`config.mk`:
```
export PLATFORM = sky130hd
export DESIGN_NAME = regfile_dump_flat
export DESIGN_NICKNAME = d
export VERILOG_FILES = /design/src/rtl/regfile_dump_if.sv /design/src/rtl/regfile_dump.sv /design/src/flat_wrapper.sv
export SDC_FILE = /design/constraint.sdc
export NUM_CORES = 1
export LEC_CHECK = 0
export ABC_CLOCK_PERIOD_IN_PS = 1620
export BUFFER_PORTS_ARGS = -buffer_cell sky130_fd_sc_hd__buf_2
export CAP_MARGIN = 20
export CORE_MARGIN = 8
export CORE_UTILIZATION = 45
export DETAILED_ROUTE_END_ITERATION = 12
export PLACE_DENSITY = 0.74
export SYNTH_ARGS = -nofsm -noshare
export SYNTH_HDL_FRONTEND = slang
export SYNTH_SLANG_ARGS = --single-unit
```
`constraint.sdc`:
```
create_clock -name clk -period 1.62 [get_ports clk]
set_input_delay 0 -clock clk [delete_from_list [all_inputs] [get_ports clk]]
set_output_delay 0 -clock clk [all_outputs]
set_load 0.01 [all_outputs]
```
`src/rtl/regfile_dump_if.sv`:
```
// Beat stream from the register-file dump engine to a debug/trace consumer.
// Each beat carries one {register number, register contents} pair under valid/ready.
interface regfile_dump_if #(
  parameter int ADDR_W = 5,
  parameter int DATA_W = 32
);
  logic              out_valid;
  logic              out_ready;
  logic [ADDR_W-1:0] out_addr;
  logic [DATA_W-1:0] out_data;
  logic              out_last;

  modport master (
    output out_valid,
    output out_addr,
    output out_data,
    output out_last,
    input  out_ready
  );

  modport slave (
    input  out_valid,
    input  out_addr,
    input  out_data,
    input  out_last,
    output out_ready
  );
endinterface

```
`src/rtl/regfile_dump.sv`:
```
// Walks a contiguous, optionally wrapping, register range through one register-file
// read port and streams {address, data} beats out, one beat per two cycles at best.
module regfile_dump #(
  parameter int ADDR_W = 5,
  parameter int DATA_W = 32
) (
  input  logic               clk,
  input  logic               rst_n,
  input  logic               start,
  input  logic               abort,
  input  logic [ADDR_W-1:0]  first_addr,
  input  logic [ADDR_W-1:0]  last_addr,
  output logic               busy,
  output logic [ADDR_W-1:0]  rf_addr,
  input  logic [DATA_W-1:0]  rf_data,
  regfile_dump_if.master     beat,
  output logic               done
);

  typedef enum logic [1:0] {
    ST_IDLE  = 2'd0,
    ST_ISSUE = 2'd1,
    ST_SEND  = 2'd2
  } state_t;

  state_t            state_r, state_s;
  logic [ADDR_W-1:0] cur_r, cur_s;
  logic [ADDR_W-1:0] end_r, end_s;
  logic [ADDR_W-1:0] rf_addr_r, rf_addr_s;
  logic [ADDR_W-1:0] out_addr_r, out_addr_s;
  logic [DATA_W-1:0] out_data_r, out_data_s;
  logic              out_last_r, out_last_s;
  logic              out_valid_r, out_valid_s;
  logic              busy_r, busy_s;
  logic              done_r, done_s;
  logic [ADDR_W-1:0] cur_inc_s;

  assign cur_inc_s = cur_r + ADDR_W'(1);

  // Next-state and next-output decode; abort always wins over start and handshake.
  always_comb begin
    state_s     = state_r;
    cur_s       = cur_r;
    end_s       = end_r;
    rf_addr_s   = rf_addr_r;
    out_addr_s  = out_addr_r;
    out_data_s  = out_data_r;
    out_last_s  = out_last_r;
    out_valid_s = out_valid_r;
    busy_s      = busy_r;
    done_s      = 1'b0;

    case (state_r)
      ST_IDLE: begin
        if (start && !abort) begin
          cur_s     = first_addr;
          end_s     = last_addr;
          rf_addr_s = first_addr;
          busy_s    = 1'b1;
          state_s   = ST_ISSUE;
        end else begin
          state_s   = ST_IDLE;
        end
      end

      ST_ISSUE: begin
        if (abort) begin
          busy_s      = 1'b0;
          out_valid_s = 1'b0;
          out_last_s  = 1'b0;
          state_s     = ST_IDLE;
        end else begin
          // rf_data settled on the falling edge inside this cycle
          out_data_s  = rf_data;
          out_addr_s  = cur_r;
          out_last_s  = (cur_r == end_r);
          out_valid_s = 1'b1;
          state_s     = ST_SEND;
        end
      end

      ST_SEND: begin
        if (abort) begin
          busy_s      = 1'b0;
          out_valid_s = 1'b0;
          out_last_s  = 1'b0;
          state_s     = ST_IDLE;
        end else if (beat.out_ready) begin
          out_valid_s = 1'b0;
          if (out_last_r) begin
            out_last_s = 1'b0;
            busy_s     = 1'b0;
            done_s     = 1'b1;
            state_s    = ST_IDLE;
          end else begin
            cur_s      = cur_inc_s;
            rf_addr_s  = cur_inc_s;
            state_s    = ST_ISSUE;
          end
        end else begin
          state_s     = ST_SEND;
        end
      end

      default: begin
        busy_s      = 1'b0;
        out_valid_s = 1'b0;
        out_last_s  = 1'b0;
        state_s     = ST_IDLE;
      end
    endcase
  end

  // State and output registers; reset discards any dump in flight.
  always_ff @(posedge clk or negedge rst_n) begin
    if (!rst_n) begin
      state_r     <= ST_IDLE;
      cur_r       <= {ADDR_W{1'b0}};
      end_r       <= {ADDR_W{1'b0}};
      rf_addr_r   <= {ADDR_W{1'b0}};
      out_addr_r  <= {ADDR_W{1'b0}};
      out_data_r  <= {DATA_W{1'b0}};
      out_last_r  <= 1'b0;
      out_valid_r <= 1'b0;
      busy_r      <= 1'b0;
      done_r      <= 1'b0;
    end else begin
      state_r     <= state_s;
      cur_r       <= cur_s;
      end_r       <= end_s;
      rf_addr_r   <= rf_addr_s;
      out_addr_r  <= out_addr_s;
      out_data_r  <= out_data_s;
      out_last_r  <= out_last_s;
      out_valid_r <= out_valid_s;
      busy_r      <= busy_s;
      done_r      <= done_s;
    end
  end

  assign busy           = busy_r;
  assign rf_addr        = rf_addr_r;
  assign done           = done_r;
  assign beat.out_valid = out_valid_r;
  assign beat.out_addr  = out_addr_r;
  assign beat.out_data  = out_data_r;
  assign beat.out_last  = out_last_r;

endmodule

```
`src/flat_wrapper.sv`:
```
// flat-port wrapper written by rule: the top's interface ports become plain ports
module regfile_dump_flat 
#(
  parameter int ADDR_W = 5,
  parameter int DATA_W = 32
)
  (clk, rst_n, start, abort, first_addr, last_addr, busy, rf_addr, rf_data, done, beat_out_valid, beat_out_addr, beat_out_data, beat_out_last, beat_out_ready);
  regfile_dump_if #(.ADDR_W(ADDR_W), .DATA_W(DATA_W)) beat_i ();
  input  logic clk;
  input  logic rst_n;
  input  logic start;
  input  logic abort;
  input  logic [ADDR_W-1:0] first_addr;
  input  logic [ADDR_W-1:0] last_addr;
  output logic busy;
  output logic [ADDR_W-1:0] rf_addr;
  input  logic [DATA_W-1:0] rf_data;
  output logic done;
  output wire logic [$bits(beat_i.out_valid)-1:0] beat_out_valid;
  output wire logic [$bits(beat_i.out_addr)-1:0] beat_out_addr;
  output wire logic [$bits(beat_i.out_data)-1:0] beat_out_data;
  output wire logic [$bits(beat_i.out_last)-1:0] beat_out_last;
  input wire logic [$bits(beat_i.out_ready)-1:0] beat_out_ready;
  assign beat_out_valid = beat_i.out_valid;
  assign beat_out_addr = beat_i.out_addr;
  assign beat_out_data = beat_i.out_data;
  assign beat_out_last = beat_i.out_last;
  assign beat_i.out_ready = beat_out_ready;
  regfile_dump #(.ADDR_W(ADDR_W), .DATA_W(DATA_W)) u_core (.clk(clk), .rst_n(rst_n), .start(start), .abort(abort), .first_addr(first_addr), .last_addr(last_addr), .busy(busy), .rf_addr(rf_addr), .rf_data(rf_data), .beat(beat_i), .done(done));
endmodule
```
After elaboration in Yosys (flattened, before gate mapping)
Index checks and enable logic that the tools add are counted.

Equal/unequal tests: 10. Muxes and demuxes: 27. Bitwise operators: 2. Reductions and logical operators: 9. Add/sub/neg operators: 1.

Operators by type and width (number): $mux W5 (4); $mux W1 (15); $pmux W5 S2 (1); $pmux W1 S3 (3); $ne A2 B2 Y1 const B (4); $mux W2 (3); $pmux W2 S3 (1); $reduce_and A2 Y1 (3); $add A5 B1 Y5 const B (1); $eq A5 B5 Y1 (1); $reduce_and A5 Y1 (1); $reduce_and A4 Y1 (1); $ne A3 B2 Y1 const B (1); $ne A3 B3 Y1 const B (1); $eq A2 B1 Y1 const B (1); $eq A2 B2 Y1 const B (1); $logic_not A2 Y1 (1); $ne A2 B1 Y1 const B (1); $not A1 Y1 (2); $reduce_bool A2 Y1 (1); $logic_and A1 B1 Y1 (1); $logic_not A1 Y1 (1).

Register bits: 53. Output and inout bits: 46. Logic and storage cells: 58. Input port bits: 47.

Depth between registers and ports, before layout
Gate-level depths: netlist (run 1).

Word-level depth: 5. Depth in mapped cells: 6. Depth with buffers taken out: 5.

Worst setup path before layout (run 1)
No wires, ideal clock.

Path type: register to register. From: reg u_core.out_last_r (netlist: u_core.beat.out_last). To: reg u_core.rf_addr_r[0] (netlist: u_core.rf_addr[0]). Path slack: 0.097 ns. Library setup time: 0.122 ns. Cell stages (with the launch flop): 6. Arrival: 1.401 ns. Cells stage by stage: dfrtp_1 > nand2b_1 > a2111oi_2 > buf_6 > mux2i_1 > nand2_1.

Word-level cells in the longest chain between the ends: 2.

Ends and longest elaborated chain: start, declared (RTL line regfile_dump.sv:32) `logic out_last_r, out_last_s;`; start signal, assigned (RTL line regfile_dump.sv:134) `out_last_r <= out_last_s;`; $ne A2 B2 Y1 (no line); $reduce_and A5 Y1 (no line); end signal, assigned (RTL line regfile_dump.sv:120) `rf_addr_r <= {ADDR_W{1'b0}};`; end signal, assigned (RTL line regfile_dump.sv:131) `rf_addr_r <= rf_addr_s;`; end, declared (RTL line regfile_dump.sv:29) `logic [ADDR_W-1:0] rf_addr_r, rf_addr_s;`.

Every way passes these cells. A chain may end at the register's enable or synchronous reset.

Final worst setup path (run 1)
From: reg u_core.state_r[1]. To: reg u_core.rf_addr_r[0] (netlist: u_core.rf_addr[0]).

Word-level cells in the longest chain between the ends: 3.

Ends and longest elaborated chain: start, declared (RTL line regfile_dump.sv:26) `state_t state_r, state_s;`; start signal, assigned (RTL line regfile_dump.sv:128) `state_r <= state_s;`; $eq A2 B2 Y1 / $logic_not A2 Y1 (equally long branches) (RTL line regfile_dump.sv:53) `case (state_r)`; $ne A2 B2 Y1 (no line) (tied with other cells); $reduce_and A5 Y1 (no line).

Parallel ways exist; a longest one is shown, timed or not.

==> results of run 1 <==
[registers in the layout (all words and copies together) (netlist names)]
name / count
u_core.done: 1
u_core.busy: 1
u_core.beat.out_data: 32
u_core.beat.out_last: 1
u_core.beat.out_valid: 1
u_core.rf_addr: 5
u_core.end_r: 5
u_core.beat.out_addr: 5
u_core.state_r: 2
[critical path: cells and delay by family (launching register included)]
family | cells | cell delay [ns]
AOI/OAI and AO/OA | 1 | 0.33
DFF | 1 | 0.49
buffers and inverters | 1 | 0.24
and+or+nand+nor | 2 | 0.16
muxes | 1 | 0.20
[synthesized netlist by cell type]
cell | number | area, um2
sky130_fd_sc_hd__dfrtp_1 | 53 | 1330
sky130_fd_sc_hd__mux2_1 | 42 | 473
sky130_fd_sc_hd__nand2_1 | 10 | 37.5
sky130_fd_sc_hd__nor2_1 | 7 | 26.3
sky130_fd_sc_hd__a21oi_1 | 3 | 15.0
sky130_fd_sc_hd__buf_2 | 3 | 15.0
sky130_fd_sc_hd__nand3_1 | 3 | 15.0
sky130_fd_sc_hd__xnor2_1 | 3 | 26.3
sky130_fd_sc_hd__buf_6 | 2 | 22.5
sky130_fd_sc_hd__inv_1 | 2 | 7.51
sky130_fd_sc_hd__nand2b_1 | 2 | 12.5
sky130_fd_sc_hd__nand3b_1 | 2 | 15.0
sky130_fd_sc_hd__nor2b_1 | 2 | 12.5
sky130_fd_sc_hd__o21ai_0 | 2 | 10.0
sky130_fd_sc_hd__o31ai_1 | 2 | 15.0
sky130_fd_sc_hd__xor2_1 | 2 | 17.5
sky130_fd_sc_hd__a2111oi_2 | 1 | 15.0
sky130_fd_sc_hd__a21o_1 | 1 | 7.51
sky130_fd_sc_hd__a21oi_2 | 1 | 8.76
sky130_fd_sc_hd__a22o_1 | 1 | 8.76
sky130_fd_sc_hd__a22oi_2 | 1 | 12.5
sky130_fd_sc_hd__a31o_2 | 1 | 8.76
sky130_fd_sc_hd__a31oi_2 | 1 | 12.5
sky130_fd_sc_hd__and2_1 | 1 | 6.26
sky130_fd_sc_hd__buf_4 | 1 | 7.51
sky130_fd_sc_hd__clkbuf_1 | 1 | 3.75
sky130_fd_sc_hd__ha_1 | 1 | 12.5
sky130_fd_sc_hd__mux2i_1 | 1 | 10.0
sky130_fd_sc_hd__nand4_1 | 1 | 6.26
sky130_fd_sc_hd__nor3_1 | 1 | 5.00
sky130_fd_sc_hd__nor4b_2 | 1 | 15.0
sky130_fd_sc_hd__o21ai_1 | 1 | 5.00
sky130_fd_sc_hd__o21bai_1 | 1 | 7.51
sky130_fd_sc_hd__o22ai_1 | 1 | 6.26
[through the flow]
stage / instances / instance area [um2] / worst slack [ns] / power (mW)
global route: 366 / 3310 / 0.000959 / 4.23
detailed placement: 316 / 2770 / 0.115 / 3.04
CTS: 366 / 3310 / 0.0922 / 4.03
finish: 366 / 3310 / 0.0929 / 3.98
global placement: 316 / 2770 / 0.140 / 3.00
floorplan: 158 / 2210 / 0.0969 / 2.48
[worst max path at each step]
stage                           endpoint  slack (ns)  cells past startpoint
global placement       u_core.rf_addr[0]        0.14                      5
CTS                    u_core.rf_addr[0]        0.09                      5
global route        u_core.beat.out_last       0.001                      5
detailed placement     u_core.rf_addr[0]        0.12                      5
floorplan              u_core.rf_addr[0]         0.1                      5
finish                 u_core.rf_addr[0]        0.09                      5
[timing repair]
item | CTS | global route
hold endpoints to repair | 94 | 0
resized for setup | 0 | 0
hold buffers | 42 | 0
[where the power goes]
| part | total (mW) | internal (mW) | switching, mW |
|---|---|---|---|
| logic | 1.18 | 0.608 | 0.568 |
| registers | 1.91 | 1.69 | 0.223 |
| clock network | 0.890 | 0.504 | 0.386 |
[final cells by class]
| class | instances | area [um2] | area share [%] |
|---|---|---|---|
| multi-input combinational | 96 | 825 | 24.9 |
| timing repair buffer | 140 | 951 | 28.7 |
| inverter | 2 | 7.51 | 0.227 |
| clock inverter | 1 | 30.0 | 0.907 |
| tap | 67 | 83.8 | 2.53 |
| sequential | 53 | 1330 | 40.1 |
| clock buffer | 7 | 86.3 | 2.61 |
[metal layers]
layer,vias to the layer above,wire length (um)
li1,836,-
met1,815,2310
met2,66,2720
met3,4,488
met4,0,47
met5,-,0
[logic make-up (layout without fill, tap and decap cells)]
| group | after synthesis | count (layout) | synth area share [%] |
|---|---|---|---|
| xor gates and xnor gates | 5 | 5 | 1.99 |
| AOI/OAI and AO/OA | 17 | 17 | 6.01 |
| muxes | 43 | 43 | 21.9 |
| adders and majority gates | 1 | 1 | 0.567 |
| and+or+nand+nor | 30 | 30 | 6.86 |
| buffers and inverters | 9 | 150 | 2.55 |
| DFF | 53 | 53 | 60.1 |
==> results.txt, run 1 <==
The die height came out at 86.0 um. The post-synthesis instance total came out at 158. The net count reported at finish came out at 346. The global-route track usage on met1 is 18.4%.

The worst reg2reg path startpoint is u_core.state_r[1]. The count of clock tree sinks came out at 53. The netlist uses 34 different library cells. The CTS tree is done. In the final layout, the share of cells above drive strength 1 is 37.5%. In this run the tightest slew margin relative to its limit is 79.0%. The number of hold-slack violations in the final timing report came out at 0. The count of maximum capacitance violations came out at 0. The residual antenna-violating net count after detailed routing came out at 0. The cell area after synthesis came out at 2210 um2. met2 is the most crowded layer. The detailed-route via count is 1721.

The worst setup skew after layout is 0.00805 ns. The flow ran to the end, and the final reports show no timing, DRC or antenna violations. The sequential area share after synthesis came out at 60.1%. The I/O pin total is 93. The maximum number of pins on one net before global-route repair came out at 54. Setup violations remaining at the end of the flow were counted as 0. The routed length per instance is 15.2 um. STA classifies the critical path endpoint as a register.

The worst setup path is launched from a register. Leaving out fill and tap cells, the most frequent cell in the layout is sky130_fd_sc_hd__buf_2. The number of max-slew violations in the final report is 0. The final design utilization came out at 70.1%. The H-tree depth is 2. Clock-pin slew was measured on the worst setup and hold paths at 0.09 ns.

The routed design has 5.57 mm of wire. The critical path in this run is classified as register to register. The number of antenna violations at the first check in global routing is 0. The first-pass GRT wire length came out at 9.23 mm. The worst reg2reg path depth is 5.

Power spread over the standard cell area amounts to 1200 nW/um2. The total clock buffers created by CTS is 5. The post-route clock period utilization came out at 94.3%.

The global router's overall resource usage is 15.6%. The end point of the worst hold path is u_core.rf_addr[4]. The critical path goes through nor2_1 > a2111oi_2 > buf_4 > mux2i_1 > nand2_1. The critical path required time came out at 1.81 ns. Routability-driven placement finished with a final weighted congestion of 0.811. The library cells used most frequently in the layout, excluding fill and tap cells, are sky130_fd_sc_hd__buf_2 (92), sky130_fd_sc_hd__dfrtp_1 (53), sky130_fd_sc_hd__mux2_1 (42), sky130_fd_sc_hd__dlygate4sd3_1 (42), sky130_fd_sc_hd__nand2_1 (10). The maximum buffer depth of the clock tree came out at 2. The worst hold path cell count came out at 4. Once the floorplan was initialized, standard cells occupied 46.7% of the core. The average size of a mapped cell came out at 14.0 um2. Setup repair after global routing left no endpoint under its margin. The count of antenna diodes in the layout came out at 0.

The transition at the pin with the smallest max-transition slack is 0.314 ns. The worst register-to-register path ends at u_core.rf_addr[0]. The die footprint is 7400 um2. The number of vias per cell after detailed routing is 4.70.

The fraction of met2 tracks used by global routing is 26.3%. The synthesis warning total is 0. The first TritonRoute pass finished after 4 iterations. The floorplan core area came out at 4720 um2.

The total setup buffers inserted after CTS came out at 0. After the first detailed-routing iteration, the DRC count stood at 27. In this run the most critical hold path is launched from first_addr[4]. The worst-case IR drop observed on VDD is 0.673 mV. The highest cell delay on the worst timing path came out at 0.49 ns. The count of input and output buffers is 92.

Adding up every negative setup slack in the final design gives 0 ns. Fill cells in the final layout number 320. At the later pin of the worst-skew pair, clock insertion delay measures 0.30 ns. The analysis attributes to cell leakage a power of 1.57 nW.

The maximum fanout along the worst path came out at 11. The number of global-route vias before repair is 1815. Among all stages on the critical path, the largest delay is contributed by sky130_fd_sc_hd__dfrtp_1. Tracing the worst setup path back leads to its startpoint at u_core.state_r[1]. The net count of the mapped netlist is 206.

Data on the critical path arrives at its endpoint at 1.72 ns. Global routing used 5.35% of the available met3 tracks. The kind of path behind the tightest hold check is input pin to register.

The final hold slack is 0.0332 ns. The area growth from synthesis to final layout is 50.0%. Across all register-to-register paths, the minimum setup slack is 0.09 ns. The die boundary width came out at 86.0 um. The total grt overflow came out at 0. The maximum operating frequency is 655 MHz.

In this run the core area contains 25 standard-cell rows. The post-route DRC violation count is 0. The final critical path time including I/O delays and setup came out at 1.53 ns. The master cell of the clock root buffer is sky130_fd_sc_hd__clkbuf_8. The detailed-placement wirelength estimate came out at 3.73 mm. Counting flops and latches in the post-synthesis netlist gives 53.
Power figures use the tool's default switching activity.
==> run 2: changes to the inputs <==
==> constraint.sdc (replaced) <==
create_clock -name clk -period 1.62 [get_ports clk]
set_input_delay 0.324 -clock clk [delete_from_list [all_inputs] [get_ports clk]]
set_output_delay 0.324 -clock clk [all_outputs]
set_load 0.01 [all_outputs]
==> results.txt, run 2 (synthesized netlist as in run 1, its figures left out) <==
The floorplan core area is 4720 um2 (unchanged). The slowest library cell on the worst path is sky130_fd_sc_hd__dfrtp_1. Setup repair after global routing left no endpoint under its margin. In this run the critical register-to-register path is launched from u_core.beat.out_last. The worst setup path is captured at a register.

The worst setup skew after layout is 0.0106 ns (+0.00253 ns). The data arrival time of the critical path is 1.71 ns (about the same). The total negative setup slack is 0 ns (unchanged). The clock input transition at the sequential cells of the worst setup and hold paths is 0.09 ns (about the same). From synthesis to final layout, the design area changed by 30.9%.

The overall routed net length is 4.96 mm (-11%). The total power of the final layout came out at 3.67 mW (-7.7%). The post-route clock period utilization was 94.1% (-0.15 points).

The CTS tree is done. The count of maximum capacitance violations is 0 (unchanged). The number of flip-flops in the largest register came out at 32 (unchanged).

The worst voltage drop across the vdd grid came out at 0.672 mV (-0.13%). The I/O pin total is 93 (unchanged). The critical path required time is 1.80 ns (about the same). The final critical path time including I/O delays and setup is 1.52 ns (-0.00250 ns). The DRC marker count from the first detailed-route iteration was 38 (+41%). The count of clock tree sinks is 53 (unchanged). The number of vias per cell after detailed routing came out at 4.96 (+5.5%).

The instance area after placement was 2780 um2 (+0.27%). The maximum operating frequency came to 656 MHz (+0.16%). The post-route DRC violation count was 0 (unchanged). The number of standard-cell rows in the floorplan came to 25 (unchanged). Leaving out fill and tap cells, the most frequent cell in the layout is sky130_fd_sc_hd__buf_2.

The maximum buffer depth of the clock tree came out at 2 (unchanged). The transition at the pin with the smallest max-transition slack was 0.350 ns (+0.0355 ns). The die footprint came out at 7400 um2 (unchanged). The maximum number of pins on one net before global-route repair came to 54 (unchanged). The die boundary width was 86.0 um (unchanged).

The final design utilization is 61.1% (-9.0 points). The min-delay analysis places its worst path in the category input pin to asynchronous set/reset pin. The maximum fanout along the worst path is 6 (-5).

The count of non-filler cells in the finished layout was 325 (-11%). The power density over the cells came out at 1270 nW/um2 (+5.8%). The sum of buffers and inverters on the critical path came to 1 (unchanged). The number of hold-slack violations in the final timing report is 0 (unchanged). The length of the first detailed-routing pass in iterations is 4 (unchanged). Grouping stages by cell kind, the critical path spends the most delay in compound AO/OA/AOI/OAI gates. The startpoint class of the critical path is a register. The run finished with clean final reports. The terminus of the critical flop-to-flop path is u_core.rf_addr[4].

The leakage power total came to 1.39 nW (-11%). The number of antenna violations at the first check in global routing came out at 0 (unchanged). The residual antenna-violating net count after detailed routing came out at 0 (unchanged).

The worst slew slack as a fraction of its limit is 76.7% (-2.4 points). The library cells used most frequently in the layout, excluding fill and tap cells, are sky130_fd_sc_hd__buf_2 (92), sky130_fd_sc_hd__dfrtp_1 (52), sky130_fd_sc_hd__mux2_1 (42). The worst reg2reg path depth is 5 (unchanged).

The post-placement cell count was 317 (+0.32%). The fraction of final layout cells sized beyond drive strength 1 is 44.6% (+7.1 points). The count of antenna diodes in the layout was 0 (unchanged). The clock latency reported for the late side of the worst-skew pair is 0.30 ns (about the same).

The number of cells on the critical path came out at 5 (unchanged). The count of input and output buffers came to 92 (unchanged). The critical path in this run is classified as register to register. The total grt overflow is 0 (unchanged). The routability congestion estimate is 0.823 (+1.4%).

The number of buffers inserted by hold repair at cts was 0 (-100%). The global router's overall resource usage was 13.5% (-2.1 points). CTS placed an instance of sky130_fd_sc_hd__clkbuf_8 at the clock tree root. The H-tree depth came to 2 (unchanged). The setup slack on the worst flop-to-flop path came out at 0.1 ns (about the same). The total clock buffers created by CTS was 5 (unchanged). The highest cell delay on the worst timing path is 0.41 ns (-0.08 ns). The detailed-placement wirelength estimate came to 3.84 mm (+2.8%).

The first-pass GRT wire length is 8.03 mm (-13%). The starting density of the core was 46.7% (unchanged). The routed length per instance is 15.3 um (+0.31%). Walking the worst path, the cells encountered are nand2b_1 > a2111oi_4 > buf_4 > nand2_1 > a22o_1. The die height is 86.0 um (unchanged). The number of global-route vias before repair came out at 1704 (-6.1%). The number of max-slew violations in the final report is 0 (unchanged). The detailed-route via count is 1613 (-6.3%).

The net count reported at finish came out at 307 (-11%). The post-route cell area came out at 2890 um2 (-13%). The final number of setup-violating endpoints came out at 0 (unchanged).
-- run 2: through the flow --
step	hold WS [ns]	setup slack, ns
4_1_cts	0.00779	0.0502
5_1_grt	0.0186	0.0142
2_1_floorplan	0.0284	0.0969
3_5_place_dp	0.338	0.0623
3_3_place_gp	0.341	0.127
6_report	0.00690	0.0954
-- run 2: power by group --
group | leakage, nW | switching, mW | internal, mW
clock | 0.0399 | 0.376 | 0.285
combinational | 0.722 | 0.546 | 0.556
sequential | 0.631 | 0.220 | 1.69
total | 1.39 | 1.14 | 2.53
-- run 2: final cells by class --
| type | instances | area (um2) |
|---|---|---|
| flip-flops and latches | 53 | 1330 |
| repair buffers | 101 | 557 |
| clock inverters | 1 | 5.00 |
| fillers | 386 | 1840 |
| well taps | 67 | 83.8 |
| multi-input cells | 96 | 837 |
| clock buffers | 5 | 68.8 |
| inverters | 2 | 7.51 |
-- run 2: routing by layer --
layer	wire [um]	track usage, %	up-vias
met5	0	0	-
met1	2080	15.5	787
met4	48	3.82	0
li1	-	-	754
met3	465	5.35	6
met2	2360	22.7	66
-- run 2: how the worst max path moves through the flow --
| stage | from | to | slack [ns] |
|---|---|---|---|
| after CTS | u_core.state_r[1] | u_core.rf_addr[0] | 0.05 |
| after floorplan | u_core.beat.out_last | u_core.rf_addr[0] | 0.1 |
| after detailed placement | u_core.state_r[1] | u_core.rf_addr[0] | 0.06 |
| after global routing | u_core.state_r[1] | u_core.beat.out_last | 0.01 |
| final | u_core.beat.out_last | u_core.rf_addr[4] | 0.1 |
| after global placement | u_core.beat.out_last | u_core.rf_addr[0] | 0.13 |
-- run 2: what timing repair did --
action / CTS / global route
hold endpoints to repair: 0 / 0
gates resized for setup: 0 / 2
setup buffers: 0 / 1
setup endpoints to repair: 0 / 4
==> run 3: changes to the inputs <==
- CELL_PAD_IN_SITES_DETAIL_PLACEMENT: default -> 0
- CELL_PAD_IN_SITES_GLOBAL_PLACEMENT: default -> 1
- CORE_UTILIZATION: 45 -> 37
- PLACE_DENSITY: 0.74 -> 0.78
==> results.txt, run 3 (synthesized netlist as in run 1, its figures left out) <==
The run finished, with violations left. The final reports fail on negative hold slack. The length of the first detailed-routing pass in iterations came to 3 (-1). The clock latency reported for the late side of the worst-skew pair is 0.30 ns (about the same). The DRC marker count from the first detailed-route iteration came out at 33 (-13%). The floorplan core area is 5850 um2 (+24%). The worst voltage drop across the vdd grid is 0.509 mV (-24%). The maximum operating frequency is 663 MHz (+1.1%).

The H-tree depth is 2 (unchanged). The count of clock tree sinks came to 53 (unchanged). The number of flip-flops in the largest register is 32 (unchanged).

The leakage power total came out at 1.39 nW (-0.10%). The slowest library cell on the worst path is sky130_fd_sc_hd__dfrtp_1. The tightest min-delay check is of the input pin to asynchronous set/reset pin type. The highest cell delay on the worst timing path was 0.41 ns (about the same). The instance area after placement was 2780 um2 (about the same). The worst slew slack as a fraction of its limit came out at 80.6% (+4.0 points). The number of standard-cell rows in the floorplan is 28 (+12%). The part of the total power dissipated in combinational logic is 27.9% (-2.1 points). The CTS tree is done. The critical path required time is 1.81 ns (about the same). The number of global-route vias before repair is 1670 (-2.0%). Traced cell by cell, the critical path runs through nand2b_1 > a2111oi_2 > buf_4 > mux2i_1 > nand2_1. The number of vias per cell after detailed routing is 4.68 (-5.7%). The power density over the cells came to 1320 nW/um2 (+3.9%). The post-route clock period utilization came out at 93.0% (-1.1 points). The fill cell total of the finished layout came out at 571 (+48%). The number of hold-slack violations in the final timing report came out at 6 (+6). The count of antenna diodes in the layout came to 0 (unchanged). The worst setup skew after layout came out at 0.00531 ns (-0.00527 ns). Setup repair after global routing left no endpoint under its margin. The cell-internal power came out at 2.68 mW (+5.9%).

The final worst slack came to 0.113 ns (+0.0172 ns). The total grt overflow is 0 (unchanged). The sequential share of power is 49.8% (-2.1 points). The detailed-placement wirelength estimate is 3.66 mm (-4.5%). The worst setup path is captured at a register.

The residual antenna-violating net count after detailed routing was 0 (unchanged). The total setup buffers inserted after CTS came out at 0 (unchanged). The final design utilization is 49.4% (-12 points). The routed length per instance came out at 14.4 um (-6.0%). The final number of setup-violating endpoints came out at 0 (unchanged). The number of antenna violations at the first check in global routing came out at 0 (unchanged).

The overall routed net length is 4.75 mm (-4.3%). The number of max-slew violations in the final report came out at 0 (unchanged). The starting density of the core came out at 37.7% (-9.0 points). The count of input and output buffers was 92 (unchanged). The first-pass GRT wire length is 8.04 mm (about the same). The part of the total power dissipated in the clock network came out at 22.3% (+4.3 points). The maximum number of pins on one net before global-route repair is 54 (unchanged).

The post-route cell area came to 2890 um2 (about the same). The maximum fanout along the worst path was 11 (+5). The count of maximum capacitance violations is 0 (unchanged). The die boundary width is 93.2 um (+8.4%). The post-route DRC violation count is 0 (unchanged).

The routability congestion estimate is 0.750 (-8.9%). The total negative setup slack is 0 ns (unchanged). The die footprint came to 8690 um2 (+17%). STA classifies the critical path startpoint as a register. The switching part of the total is 29.8% (-1.3 points). The number of resized instances in the post-cts repair step came out at 0 (unchanged). The detailed-route via count came out at 1549 (-4.0%). The maximum buffer depth of the clock tree came out at 2 (unchanged). Leaving out fill and tap cells, the most frequent cells in the layout are sky130_fd_sc_hd__buf_2 (92), sky130_fd_sc_hd__dfrtp_1 (52), sky130_fd_sc_hd__mux2_1 (42). The I/O pin total came to 93 (unchanged).

The power spent charging and discharging nets is 1.14 mW (-0.38%). The global router's overall resource usage is 11.6% (-1.9 points). The root buffer cell chosen for the clock tree is sky130_fd_sc_hd__clkbuf_8.

The final critical path time including I/O delays and setup is 1.51 ns (-0.0172 ns). The final hold slack is -0.00245 ns (-0.00934 ns). The fraction of final layout cells sized beyond drive strength 1 came out at 44.1% (-0.43 points).

The data arrival time of the critical path was 1.70 ns (about the same). The number of buffers inserted by hold repair at cts is 0 (unchanged). The clock input transition at the sequential cells of the worst setup and hold paths came out at 0.09 ns (about the same). The transition at the pin with the smallest max-transition slack is 0.291 ns (-0.0594 ns). Leaving out fill and tap cells, the most frequent cell in the layout is sky130_fd_sc_hd__buf_2. The worst reg2reg path depth is 5 (unchanged). The worst slack at placement is 0.0808 ns (+0.0185 ns). The die height is 93.2 um (+8.4%). The critical path class is register to register.

The total clock buffers created by CTS was 5 (unchanged). The area growth from synthesis to final layout came out at 30.9% (about the same). The net count reported at finish was 304 (-0.98%).
-- run 3: area by class of cell --
class	instances	area (um2)	area share, %
flip-flops and latches	53	1330	46.0
inverters	2	7.51	0.260
well taps	75	93.8	3.25
multi-input cells	96	825	28.6
repair buffers	98	531	18.4
clock buffers	5	68.8	2.38
clock inverters	2	35.0	1.21
-- run 3: final timing paths --
| check | slack, ns | end | from |
|---|---|---|---|
| worst max-delay path | 0.11 | u_core.rf_addr[0] | u_core.beat.out_last |
| worst min-delay path | -0.002 | u_core.beat.out_data[31] | rst_n |
| worst max register to register | 0.11 | u_core.rf_addr[0] | u_core.beat.out_last |
| worst min register to register | 0.48 | u_core.beat.out_data[7] | u_core.beat.out_data[7] |
| max in group asynchronous | 1.37 | u_core.rf_addr[2] | rst_n |
| min in group clk | 0.23 | u_core.end_r[2] | last_addr[2] |
-- run 3: power groups by stage --
stage	combinational (mW)	clock (mW)	sequential [mW]
finish	1.06	0.852	1.90
global placement	1.08	0	1.92
detailed placement	1.10	0	1.93
CTS	1.10	0.908	1.91
floorplan	0.397	0	2.08
global route	1.18	0.953	1.95
-- run 3: stage by stage --
stage | instances | hold slack (ns) | total power, mW
after global routing | 331 | 0.0111 | 4.09
after global placement | 324 | 0.344 | 3.00
after CTS | 331 | 0.00807 | 3.92
after detailed placement | 324 | 0.344 | 3.03
final | 331 | -0.00245 | 3.81
after floorplan | 158 | 0.0284 | 2.48
-- run 3: worst max-delay path: cells and delay by family (launching register included) --
| kind | cells | cell delay [ns] |
|---|---|---|
| flops | 1 | 0.41 |
| compound gates | 1 | 0.34 |
| buf+inv | 1 | 0.24 |
| simple gates | 2 | 0.22 |
| mux | 1 | 0.19 |
-- run 3: layer usage --
metal / share of wire (%) / GRT usage [%] / vias to the layer above
met5: 0 / 0 / -
met4: 1.1 / 4.03 / 0
met3: 11 / 5.69 / 4
met2: 45 / 18.5 / 60
met1: 42 / 13.3 / 738
li1: - / - / 747
